$ cat src/rtl/seq_b_loader.sv
// Sequence-B RAM write front end.
// Turns an ASCII nucleotide stream into sequential 3-bit RAM writes.
module seq_b_loader #(
    parameter int N      = 128,
    parameter int Bit    = $clog2(N),
    parameter int LenBit = $clog2(N + 1)
) (
    input  logic              clk,
    input  logic              rst,
    input  logic              start,
    input  logic [7:0]        in_data,
    input  logic              in_valid,
    output logic              in_ready,
    output logic              en_din,
    output logic              we,
    output logic [Bit-1:0]    addr_din,
    output logic [2:0]        din,
    output logic [LenBit-1:0] len_b,
    output logic              done,
    output logic              err,
    output logic [1:0]        err_code
);

    typedef enum logic [1:0] {
        IDLE,
        LOAD,
        DONE,
        ERR
    } state_t;

    localparam logic [1:0] EC_NONE  = 2'b00;
    localparam logic [1:0] EC_BAD   = 2'b01;
    localparam logic [1:0] EC_EMPTY = 2'b10;

    localparam logic [LenBit-1:0] LAST_IDX = LenBit'(N - 1);

    state_t            state_q;
    state_t            state_d;
    logic [LenBit-1:0] cnt_q;
    logic [LenBit-1:0] cnt_d;
    logic              wr_q;
    logic              wr_d;
    logic [Bit-1:0]    addr_q;
    logic [2:0]        din_q;
    logic [1:0]        ec_q;
    logic [1:0]        ec_d;

    logic [2:0]        code;
    logic              is_nuc;
    logic              is_term;
    logic              accept;
    logic              last;

    // Character classification and nucleotide code lookup.
    always_comb begin
        code    = 3'b000;
        is_nuc  = 1'b0;
        is_term = 1'b0;
        unique case (in_data)
            8'h47, 8'h67: begin
                code   = 3'b001;
                is_nuc = 1'b1;
            end
            8'h43, 8'h63: begin
                code   = 3'b110;
                is_nuc = 1'b1;
            end
            8'h41, 8'h61: begin
                code   = 3'b100;
                is_nuc = 1'b1;
            end
            8'h54, 8'h74: begin
                code   = 3'b011;
                is_nuc = 1'b1;
            end
            8'h0A, 8'h0D, 8'h00: begin
                is_term = 1'b1;
            end
            default: begin
                is_term = 1'b0;
            end
        endcase
    end

    // Ready comes only from the registered state.
    assign in_ready = (state_q == LOAD);
    assign accept   = in_valid & in_ready;
    assign last     = (cnt_q == LAST_IDX);

    // Next state, write request, index and error code.
    always_comb begin
        state_d = state_q;
        cnt_d   = cnt_q;
        wr_d    = 1'b0;
        ec_d    = ec_q;
        if (start) begin
            state_d = LOAD;
            cnt_d   = '0;
            ec_d    = EC_NONE;
        end else if (accept) begin
            unique case (1'b1)
                is_nuc: begin
                    wr_d  = 1'b1;
                    cnt_d = cnt_q + LenBit'(1);
                    if (last) begin
                        state_d = DONE;
                    end
                end
                is_term: begin
                    if (cnt_q != '0) begin
                        state_d = DONE;
                    end else begin
                        state_d = ERR;
                        ec_d    = EC_EMPTY;
                    end
                end
                default: begin
                    state_d = ERR;
                    ec_d    = EC_BAD;
                end
            endcase
        end
    end

    // State, counters and the registered RAM write port.
    always_ff @(posedge clk) begin
        if (rst) begin
            state_q <= IDLE;
            cnt_q   <= '0;
            wr_q    <= 1'b0;
            addr_q  <= '0;
            din_q   <= '0;
            ec_q    <= EC_NONE;
        end else begin
            state_q <= state_d;
            cnt_q   <= cnt_d;
            wr_q    <= wr_d;
            ec_q    <= ec_d;
            if (wr_d) begin
                addr_q <= cnt_q[Bit-1:0];
                din_q  <= code;
            end
        end
    end

    assign en_din   = wr_q;
    assign we       = wr_q;
    assign addr_din = addr_q;
    assign din      = din_q;
    assign len_b    = cnt_q;
    assign done     = (state_q == DONE);
    assign err      = (state_q == ERR);
    assign err_code = ec_q;

endmodule

$ cat config.mk
export PLATFORM = sky130hd
export DESIGN_NAME = seq_b_loader
export DESIGN_NICKNAME = d
export VERILOG_FILES = /design/src/rtl/seq_b_loader.sv
export SDC_FILE = /design/constraint.sdc
export NUM_CORES = 1
export LEC_CHECK = 0
export BUFFER_PORTS_ARGS = -buffer_cell sky130_fd_sc_hd__buf_4
export CORE_MARGIN = 4
export CORE_UTILIZATION = 35
export DETAILED_ROUTE_END_ITERATION = 6
export GPL_TIMING_DRIVEN = 1
export SYNTH_ARGS = -nofsm -noshare
export SYNTH_HDL_FRONTEND = slang
export SYNTH_SLANG_ARGS = --single-unit
$ cat constraint.sdc
create_clock -name clk -period 2.9 [get_ports clk]
set_input_delay 0.435 -clock clk [delete_from_list [all_inputs] [get_ports clk]]
set_output_delay 0.435 -clock clk [all_outputs]
set_load 0.01 [all_outputs]
==> results of run 1 <==
## kinds of logic after synthesis
family / after synthesis / synth area share [%]
AOI/OAI and AO/OA: 24 / 12.84
buffers and inverters: 8 / 3.236
DFF: 23 / 39.70
xor gates and xnor gates: 2 / 1.511
muxes: 10 / 8.630
and+or+nand+nor: 61 / 31.93
adders and majority gates: 2 / 2.157
## metrics by stage
| stage | total power [W] | util [%] | hold slack, ns |
|---|---|---|---|
| finish | 0.0005245 | 48.23 | 0.3996 |
| global route | 0.0005559 | 48.23 | 0.4006 |
| CTS | 0.0005293 | 48.23 | 0.3892 |
| detailed placement | 0.0003816 | 47.38 | 0.4704 |
| global placement | 0.0003800 | 47.38 | 0.4614 |
| floorplan | 0.0003545 | - | 0.4610 |
## worst max-delay path, delay by kind of cell, from the launching register on
family          cells  cell delay [ns]
compound gates      1             0.16
buf+inv             1             0.08
fa+ha+maj           1             0.14
simple gates        4             0.96
flops               1             0.40
## layer usage
metal / track usage, % / up-vias / wire [um]
met1: 20.67 / 506 / 1425
li1: - / 543 / -
met2: 23.64 / 29 / 1358
met4: 3.886 / 0 / 19
met3: 4.103 / 2 / 165
met5: 0 / - / 0
## cell usage in the layout (no fill, tap or decap), types with 2 or more instances in the layout
master / n
a211oi_1: 2
a21oi_1: 8
and2_1: 2
buf_4: 37
clkbuf_4: 3
dfxtp_1: 23
ha_1: 2
inv_1: 4
mux2i_1: 10
nand2_1: 10
nand2b_1: 2
nand3_1: 3
nand4_1: 3
nor2_1: 17
nor2b_1: 2
nor3_2: 2
nor4_1: 2
nor4_2: 2
o21ai_0: 6
o31ai_1: 3
or3_1: 3
or4_1: 2
## sequential cells by signal, indices dropped and copies added (netlist names)
register,cells
addr_din,7
din,3
en_din,1
err_code,2
len_b,8
state_q,2
## path summary, 6_finish.rpt
path / start / to / cells after the start
worst max register to register: len_b[0] / err_code[1] / 7
worst min-delay path: rst / din[0] / 2
worst max-delay path: len_b[0] / err_code[1] / 7
worst min register to register: err_code[0] / err_code[0] / 2
## layout make-up
cell class              instances  share of cell area (%)
clock buffers                   4                   1.756
flip-flops and latches         23                   30.77
well taps                      44                   3.679
repair buffers                 37                   18.56
multi-input cells              99                   44.23
inverters                       4                   1.003
## power by group through the flow
stage | clock network [W] | logic (W) | registers (W)
final | 0.000150 | 0.0000552 | 0.000320
after detailed placement | 0 | 0.0000548 | 0.000327
after global placement | 0 | 0.0000534 | 0.000327
after floorplan | 0 | 0.0000276 | 0.000327
after global routing | 0.000174 | 0.0000612 | 0.000320
after CTS | 0.000155 | 0.0000549 | 0.000320
==> impl.org, run 1 <==
** Final layout
- Final Net Count :: 182
- Multi-input gate area in the final layout :: 661.9 um^2
- The finished cells cover roughly 1500 um^2.
- Compared with the post-synthesis result, the final layout area differs by 29.02%.
- Total of fill cells in the finished design :: 339
- Sequential cell area in the final layout :: 460.4 um^2
- Inserted Diodes :: 0
- Count of non-filler cells in the finished layout :: ~210
- Share of cells above drive strength 1 :: 31.14%

** Yosys
- Yosys Warn Count :: 0
- Summed over all instances, the cell type with the most area after synthesis is dfxtp_1.
- Sequential-to-total area share from yosys stat :: 39.70%
- Mapped Cells :: 130
- Of all flip-flops after synthesis, the portion carrying an async set or reset was 0%.
- Cell area after synthesis :: 1160 um^2
- Cell with the most instances after synthesis :: dfxtp_1
- After synthesis, the cell types taking the most area are dfxtp_1 (40%), mux2i_1 (8.6%), nor2_1 (5.5%).
- Nets in the synthesized netlist :: about 140
- Share of Yosys cell area claimed by the top area cell type :: 39.70%
- The synthesized design contains 23 register bits.
- Most used DFF post-synth :: dfxtp_1
- Yosys mapped a number of flops with a built-in enable equal to 0.
- Count of distinct cell types in the synthesized netlist :: 40
- Average cell area after synthesis :: 8.922 um^2
- Most used standard cells in the synthesized netlist :: dfxtp_1 (23), nor2_1 (17), mux2i_1 (10), nand2_1 (10), a21oi_1 (8)

** Critical path
- Nature of the critical path startpoint :: flop
- Arrival time reported for the critical path endpoint :: 2.06 ns
- At the worst endpoint, the required time is ~3.2 ns.
- Walking the worst path, the cells encountered are inv_1, ha_1, or4b_1, nor4_2, nor2_1, nor3_2, o211a_1.
- On the worst path, the slowest cell contributes a delay of 0.44 ns.
- Crit-path slowest cell :: or4b_1
- Worst reg-to-reg setup slack :: 1.10 ns
- Critical path start-end classification :: flop to flop
- Of all nets on the critical path, the largest fanout is 7.
- The worst setup path is captured at a flop.

** CTS
- TritonCTS built the clock tree.
- Number of post-CTS setup repair buffers :: 0
- CTS clk-pin slew, worst paths :: around 0.12 ns
- After clock tree synthesis, the flow added hold-fix buffers numbering 0.
- CTS built an H-tree with a depth of 1.
- Number of clock buffers inserted by TritonCTS :: 3
- Number of resized instances in the post-cts repair step :: 0
- Maximum buffer depth of the clock tree :: 2
- Clock tree synthesis found a total of 23 sinks.
- CTS placed an instance of clkbuf_4 at the clock tree root.
- Clock latency reported for the late side of the worst-skew pair :: a little over 0.3 ns

** Pwr
- Sw Pwr :: 0.0001281 W
- The worst-case IR drop observed on VDD is 0.2025 mV.
- In this run the static leakage power is 0.5895 nW.
- Part of the total power dissipated in sequential elements :: 61.0%
- Net switching is 24.42% of the power.
- Power spread over the standard cell area amounts to 350.5 nW/um^2.
- Clk network pwr share :: 28.5%
- Fraction of power consumed by combinational cells :: 10.5%
- Internal :: 0.0003965 W

** Global route
- Number of global-route vias before repair :: around 1100
- Total track usage :: 15.19%
- Total gr overflow :: 0
- The first global-routing pass estimated 5106 um of wire.
- The initial antenna violation count came to 0.
- Pin count of the biggest net entering global routing :: 15

** STA
- After layout, the worst path uses 61.94% of the clock period.
- Final setup violating endpoints :: 0
- Clock skew on the completed layout was measured at between 0.0008 and 0.0009 ns.
- Final number of max-transition violations :: 0
- Setup repair after global routing left no endpoint under its margin.
- The worst path meets setup with 1.104 ns of slack.
- The worst pin sits at a relative slew slack of 74.23%.
- Timing would allow up to 556.7 MHz.
- The final hold violation count is 0.
- Summed over all failing endpoints, the final setup total negative slack is 0 ns.
- For the pin with the worst max-slew slack, the measured transition is 0.3852 ns.
- The smallest clock period supported by the final layout is computed as approximately 1.8 ns.

** Floorplan
- For this configuration, the core starts out at a cell density of 37.38%.
- The floorplan step set the die width to around 66 um.
- Floorplan core area :: 3103 um^2
- Floorplan row count :: 20
- Die outline height :: 65.57 um
- Die Outline Area :: 4299 um^2
- For this design the top-level I/O count stands at 37.

** Job
- Across the run, the number of max-cap violations was 0.

** Place
- Setup WS pre-CTS :: around 1.0 ns
- Port buffering added 36 buffers.
- Summed over all nets, the half-perimeter wirelength after detailed placement is 2203 um.
- At the end of routability-driven placement, the weighted congestion stood at 0.8334.
- DP Area :: 1470 um^2
- Including well taps, the total number of placed cells is 207.

** Drt
- The first TritonRoute pass finished after 4 iterations.
- Via count normalized by instance count :: 5.118
- Wires add up to between 2000 and 3000 um.
- In the final routed layout, each cell accounts on average for 14.07 um.
- Post-detailed-route count of antenna-violating nets :: 0
- Total number of vias :: 1080
- Remaining design rule violation count :: 0
- The first routing iteration left between 50 and 60 violations.

** Min path
- In this run the worst hold path is classified as input pin to flop.

** Outcome
- The flow ran to the end, and the final reports show no timing, DRC or antenna violations.
(Power assumes the default switching activity.)
==> run 2, diff against run 1 <==
- clock period: 2.9 -> 1.7 ns (I/O delays scaled with it)
==> run 2 against run 1 <==
Against the previous run:
- maximum frequency rose by 9.8%
- clock skew rose by 0.0034 ns
- critical path depth is the same
- final cell count up 4.3%
- worst hold slack got worse by 0.19 ns
- sequential share of layout area decreased by 1.8 points
- sequential power grew 70%
- wire length decreased by 2.2%
- largest power group unchanged
- highest routed layer unchanged
==> impl.org, run 2 (synthesis gave the netlist of run 1 again) <==
** Final layout
- The number of fill cells came to 317 (was 339).
- The flip-flop count of the largest register, all copies and words added is 8 (unchanged).
- Inserted Diodes :: 0 (unchanged)
- The most common cell after layout, fill and taps aside was buf_4 (unchanged).
- The final design utilization is 51.45% (was 48.23%).
- Final Net Count :: 191 (was 182)
- The share of final-layout standard cells stronger than drive strength 1 was 39.77% (was 31.14%).
- Top library cells by usage in the layout, fill and taps aside :: buf_4 (46), dfxtp_1 (21), nor2_1 (17) (was buf_4 (37), dfxtp_1 (23), nor2_1 (17))
- The growth of design area from synthesis to finish came to 37.65% (was 29.02%).
- Post-route cell area :: 1597 um^2 (was 1496 um^2)

** CTS
- TritonCTS sink count :: 23 (unchanged)
- CTS clk-pin slew, worst paths :: 0.13 ns (was 0.12 ns)
- The TritonCTS clock tree is built (unchanged).
- Maximum buffer depth of the clock tree :: 2 (unchanged)
- Clock latency reported for the late side of the worst-skew pair :: 0.31 ns (about the same)
- Number of clock buffers inserted by TritonCTS :: 3 (unchanged)
- The H-tree depth is 1 (unchanged).
- The cell at the root of the clock tree was clkbuf_4 (unchanged).

** Drt
- The DRC violation count after routing was 0 (unchanged).
- Wirelength, routed :: 2904 um (was 2969 um)
- Total number of vias :: 1086 (was 1080)
- The average wire per cell in the routed design was 13.20 um (was 14.07 um).
- Via count normalized by instance count :: 4.936 (was 5.118)
- Post-detailed-route count of antenna-violating nets :: 0 (unchanged)
- Length of the first detailed-routing pass in iterations :: 4 (unchanged)
- The number of violations reported at the end of detailed-routing iteration 0 came to 64 (was 55).

** STA
- The worst clock skew on the final layout is 0.004276 ns (was 0.0008323 ns).
- The final hold violation count is 0 (unchanged).
- Final period utilization :: 96.26% (was 61.94%)
- Max-slew headroom at the worst pin :: 75.22% (was 74.23%)
- The final period demand of the worst path is 1.636 ns (was 1.796 ns).
- The setup-violating endpoint count in the final report is 0 (unchanged).
- Min Hold Slack :: 0.2073 ns (was 0.3996 ns)
- The maximum clock frequency is 611.1 MHz (was 556.7 MHz).
- The final max-slew violation count is 0 (unchanged).
- Unrepaired setup endpoints after global routing: true (was false).
- Worst slew pin tran :: 0.3686 ns (was 0.3852 ns)

** Floorplan
- The overall die height is 65.57 um (unchanged).
- The number of rows in the core area came to 20 (unchanged).
- The count of pins on the block boundary is 37 (unchanged).
- The die width is 65.57 um (unchanged).
- Initial standard-cell utilization of the core :: 37.38% (unchanged)
- Die Outline Area :: 4299 um^2 (unchanged)
- The area of the core is 3103 um^2 (unchanged).

** Place
- The estimated wirelength of the detail-placed design came to 2249 um (was 2203 um).
- The count of buffers inserted at the top-level ports was 36 (unchanged).
- Placer Congestion :: 0.8281 (was 0.8334)
- The placed cell area is 1530 um^2 (was 1470 um^2).

** Pwr
- The cell area power density was 559.2 nW/um^2 (was 350.5 nW/um^2).
- Part of the total power dissipated in sequential elements :: 61.1% (was 61.0%)
- Sw Pwr :: 0.0002195 W (was 0.0001281 W)
- Sw Share :: 24.58% (was 24.42%)
- Leak Pwr :: 0.6487 nW (was 0.5895 nW)
- Pwr Total :: 0.0008928 W (was 0.0005245 W)
- The clock share of power is 28.4% (was 28.5%).
- The highest ir drop seen on vdd is 0.3603 mV (was 0.2025 mV).
- Internal :: 0.0006734 W (was 0.0003965 W)
- The combinational cell fraction of total power is 10.5% (about the same).

** Global route
- Initial antenna violation count :: 0 (unchanged)
- Total gr overflow :: 0 (unchanged)
- Total track usage :: 14.16% (was 15.19%)
- The maximum number of pins on one net before global-route repair came to 15 (unchanged).
- The via count of the first global-routing pass was 1037 (was 1055).
- Wire length of the first global-routing pass :: 4747 um (was 5106 um)

** Critical path
- CP Launch Point :: len_b[0] (unchanged)
- The signal arrival time at the worst endpoint came to 1.85 ns (was 2.06 ns).
- The category of the worst setup path launch point was a flop (unchanged).
- Worst setup EP type :: flop (unchanged)
- The worst endpoint required time came to 1.91 ns (was 3.17 ns).
- Maximum fanout along the worst path :: 2 (was 7)
- R2r startpoint :: len_b[0] (unchanged)
- The class of the most critical setup path was flop to flop (unchanged).
- Worst reg-to-reg setup slack :: 0.06 ns (was 1.10 ns)

** Min path
- The worst hold path startpoint is rst (unchanged).
- Worst hold path class :: input pin to flop (unchanged)

** Outcome
- Outcome: complete, no violations (unchanged).

** Job
- The count of max-cap constraint violations is 0 (unchanged).
-- run 2: routing by layer --
layer	routed length (um)	share of wire, %	global-route usage [%]	vias up
met4	35	1.2	3.886	0
met2	1356	47	24.27	24
met5	0	0	0	-
met3	113	3.9	2.564	4
met1	1399	48	18.10	501
li1	-	-	-	557
-- run 2: cell type report --
cell class / instances / area (um^2) / area share (%)
Multi-Input combinational cell: 99 / 690.7 / 43.26
Sequential cell: 23 / 462.9 / 29.00
Timing Repair Buffer: 46 / 345.3 / 21.63
Tap cell: 44 / 55.05 / 3.448
Clock buffer: 3 / 22.52 / 1.411
Inverter: 4 / 15.01 / 0.9404
Clock inverter: 1 / 5.005 / 0.3135
-- run 2: power groups by stage --
stage | combinational (W) | clock, W | sequential (W)
floorplan | 0.0000470 | 0 | 0.000558
global placement | 0.0000911 | 0 | 0.000557
detailed placement | 0.0000928 | 0 | 0.000557
CTS | 0.0000931 | 0.000267 | 0.000546
global route | 0.000104 | 0.000297 | 0.000546
finish | 0.0000940 | 0.000254 | 0.000545
-- run 2: worst max-delay path, stage by stage (launching register included) --
cell	delay, ns
dfxtp_2	0.34
inv_2	0.06
ha_4	0.11
or4b_4	0.46
nor4_4	0.18
nor2_1	0.09
nor3_2	0.19
o22ai_1	0.10
-- run 2: stage by stage --
stage | instances | setup WS [ns] | TNS [ns]
2_1_floorplan | 130 | 0.07332 | 0
3_3_place_gp | 215 | 0.03772 | 0
3_5_place_dp | 215 | -0.01630 | -0.01827
4_1_cts | 219 | 0.01288 | 0
5_1_grt | 220 | -0.02130 | -0.03714
6_report | 220 | 0.06363 | 0
-- run 2: repair_timing --
| item | CTS | global route |
|---|---|---|
| resized for setup | 0 | 10 |
| hold buffers | 0 | 0 |
| endpoints found under the setup margin | 0 | 5 |
| buffers inserted | 0 | 1 |
-- run 2: worst paths after layout --
| check | to | depth (start not counted) |
|---|---|---|
| min reg2reg | err_code[0] | 2 |
| min | din[1] | 2 |
| max | err_code[0] | 7 |
| max reg2reg | err_code[0] | 7 |
==> run 3, diff against run 2 <==
- CELL_PAD_IN_SITES_DETAIL_PLACEMENT: not set -> 1
- CELL_PAD_IN_SITES_GLOBAL_PLACEMENT: not set -> 1
- CORE_UTILIZATION: 35 -> 36
- PLACE_DENSITY_LB_ADDON: not set -> 0.1
==> run 3 against run 2 <==
Against the previous run:
- clock power shrank 3%
- die area shrank 2.4%
- wire length grew 8.6%
- combinational power grew 3.4%
- sequential share of layout area is essentially flat
- clock-buffer cell count grew 1
- global-route usage grew 1.9 points
- critical path type unchanged
- highest routed layer unchanged
==> impl.org, run 3 (synthesis gave the netlist of run 1 again) <==
** Outcome
- Outcome :: complete, no violations (unchanged)

** Global route
- Number of global-route vias before repair :: 1114 (was 1037)
- Pin count of the biggest net entering global routing :: 15 (unchanged)
- The global router's overall resource usage was 16.06% (was 14.16%).
- The initial antenna violation count came to 0 (unchanged).
- The aggregate global routing overflow is 0 (unchanged).
- The global-route wire length before repair came to 5354 um (was 4747 um).

** Critical path
- Cell-by-cell listing of the critical path :: inv_1, ha_1, or4b_4, nor4_4, o21ai_0, a211oi_1 (was inv_2, ha_4, or4b_4, nor4_4, nor2_1, nor3_2, o22ai_1)
- Crit-path slowest cell :: or4b_4 (unchanged)
- The class of the most critical setup path is flop to flop (unchanged).
- The combined buffer and inverter count along the critical path came to 1 (unchanged).
- Top delay family on crit path :: simple AND/OR/NAND/NOR gates (unchanged)
- The highest cell delay on the worst timing path is 0.47 ns (was 0.46 ns).
- The biggest fanout along the worst timing path was 2 (unchanged).
- Req. time, crit path :: 1.92 ns (was 1.91 ns)
- Arrival time reported for the critical path endpoint :: 1.85 ns (about the same)
- Worst setup EP type :: flop (unchanged)
- The category of the worst setup path launch point is a flop (unchanged).

** Floorplan
- The overall die height is 64.76 um (was 65.57 um).
- Top Ports :: 37 (unchanged)
- Initial standard-cell utilization of the core :: 37.68% (was 37.38%)
- Die Wd :: 64.76 um (was 65.57 um)
- The area of the core is 3078 um^2 (was 3103 um^2).
- The number of rows in the core area came to 20 (unchanged).
- The die outline area came to 4194 um^2 (was 4299 um^2).

** CTS
- CTS tree :: built (unchanged)
- The post-CTS setup buffer count is 0 (unchanged).
- Maximum buffer depth of the clock tree :: 2 (unchanged)
- Level count of the clock H-tree :: 1 (unchanged)
- Clock latency reported for the late side of the worst-skew pair :: 0.31 ns (about the same)
- Number of clock buffers inserted by TritonCTS :: 3 (unchanged)
- The number of hold buffers added after cts came to 0 (unchanged).
- The post-CTS resize count came to 0 (unchanged).
- Cell chosen for the clock root :: clkbuf_4 (unchanged)
- The register clock-pin slew on the reported worst setup and hold paths came to 0.12 ns (was 0.13 ns).
- The number of clock sinks seen by CTS is 23 (unchanged).

** STA
- The final period demand of the worst path was 1.631 ns (was 1.636 ns).
- The final worst slack came to 0.06879 ns (was 0.06363 ns).
- The setup-violating endpoint count in the final report is 0 (unchanged).
- Fmax :: 613.0 MHz (was 611.1 MHz)
- Final number of max-transition violations :: 0 (unchanged)
- Worst clock skew on the final layout :: 0.007212 ns (was 0.004276 ns)
- The transition at the pin with the smallest max-transition slack is 0.4831 ns (was 0.3686 ns).
- Final period utilization :: 95.95% (was 96.26%)
- The worst slew margin relative to its limit is 67.52% (was 75.22%).
- The post-route setup TNS is 0 ns (unchanged).
- The final hold violation count was 0 (unchanged).

** Pwr
- Power per cell area :: 557.6 nW/um^2 (was 559.2 nW/um^2)
- Worst vdd rail ir drop :: 0.4971 mV (was 0.3603 mV)
- Leak Pwr :: 0.6424 nW (was 0.6487 nW)

** Final layout
- Inserted Diodes :: 0 (unchanged)
- Flip-flop count of the largest register after layout :: 8 (unchanged)
- The share of final-layout standard cells stronger than drive strength 1 was 37.50% (was 39.77%).
- Total of fill cells in the finished design :: 398 (was 317)
- Top library cells by usage in the layout, fill and taps aside: buf_4 (45), dfxtp_1 (21), nor2_1 (17) (was buf_4 (46), dfxtp_1 (21), nor2_1 (17)).
- Final Net Count :: 191 (unchanged)
- The growth of design area from synthesis to finish came to 37.54% (was 37.65%).
- Commonest non-fill, non-tap cell in the layout :: buf_4 (unchanged)

** Drt
- WL per Instance :: 14.34 um (was 13.20 um)
- The number of violations reported at the end of detailed-routing iteration 0 was 35 (was 64).
- The via total after detailed routing came to 1151 (was 1086).
- The number of search-and-repair iterations in the first detailed-routing pass came to 4 (unchanged).
- The detail-routed via count per cell was 5.232 (was 4.936).
- The final wirelength came to 3155 um (was 2904 um).
- The DRC violation count after routing came to 0 (unchanged).
- The remaining antenna violation count after routing is 0 (unchanged).

** Job
- The count of max-cap constraint violations is 0 (unchanged).

** Min path
- The worst hold path class was input pin to flop (unchanged).

** Place
- The worst setup timing slack at the placement stage was -0.009760 ns (was -0.01630 ns).
- Number of buffers inserted by port buffering :: 36 (unchanged)
- Placer Congestion :: 0.7610 (was 0.8281)
- Post-detailed-placement half-perimeter wirelength :: 2530 um (was 2249 um)
## run 3: cell types whose count changed in the layout (fill, tap and decap cells not counted)
cell	previous run	this run
buf_4	46	45
inv_2	2	0
ha_1	1	2
clkdlybuf4s15_2	0	1
nor4_4	1	2
clkinv_2	1	0
clkbuf_1	0	1
inv_1	2	4
nor4_2	1	0
ha_4	1	0
## run 3: area by class of cell
cell class | instances | area (um^2) | area share [%]
clock buffers | 4 | 26.28 | 1.647
inverters | 4 | 15.01 | 0.9412
multi-input cells | 99 | 686.9 | 43.06
flip-flops and latches | 23 | 462.9 | 29.02
well taps | 44 | 55.05 | 3.451
repair buffers | 46 | 349.1 | 21.88
## run 3: worst reg2reg max path, stage by stage (launching register included)
cell	delay, ns
dfxtp_1	0.34
inv_1	0.06
ha_1	0.12
or4b_4	0.47
nor4_4	0.19
o21ai_0	0.15
a211oi_1	0.23
## run 3: worst paths after layout
kind	start	slack [ns]	end	depth (start not counted)
worst max-delay path	len_b[1]	0.07	state_q[0]	6
worst min-delay path	rst	0.21	din[1]	2
worst max register to register	len_b[1]	0.07	state_q[0]	6
worst min register to register	err_code[0]	0.49	err_code[0]	2
## run 3: layer usage
layer / routed length [um] / global-route usage [%] / part of all wire [%] / up-vias
li1: - / - / - / 560
met1: 1449 / 20.17 / 46 / 562
met2: 1559 / 27.84 / 49 / 27
met3: 129 / 4.333 / 4.1 / 2
met4: 15 / 2.375 / 0.48 / 0
met5: 0 / 0 / 0 / -
## run 3: power by group
group	internal, W	total (W)	switching, W	leakage, nW
logic	0.0000431	0.0000972	0.0000541	0.441
clock network	0.0000915	0.000247	0.000155	0.0150
registers	0.000543	0.000546	0.00000270	0.186
## run 3: stage by stage
stage	cell area [um^2]	util (%)	instances	power, W	hold slack (ns)
floorplan	1160	-	130	0.0006047	0.3278
global route	1595	51.83	220	0.0009448	0.2007
finish	1595	51.83	220	0.0008896	0.2143
CTS	1556	50.57	219	0.0008962	0.2081
detailed placement	1530	49.72	215	0.0006515	0.4773
global placement	1530	49.72	215	0.0006485	0.4582
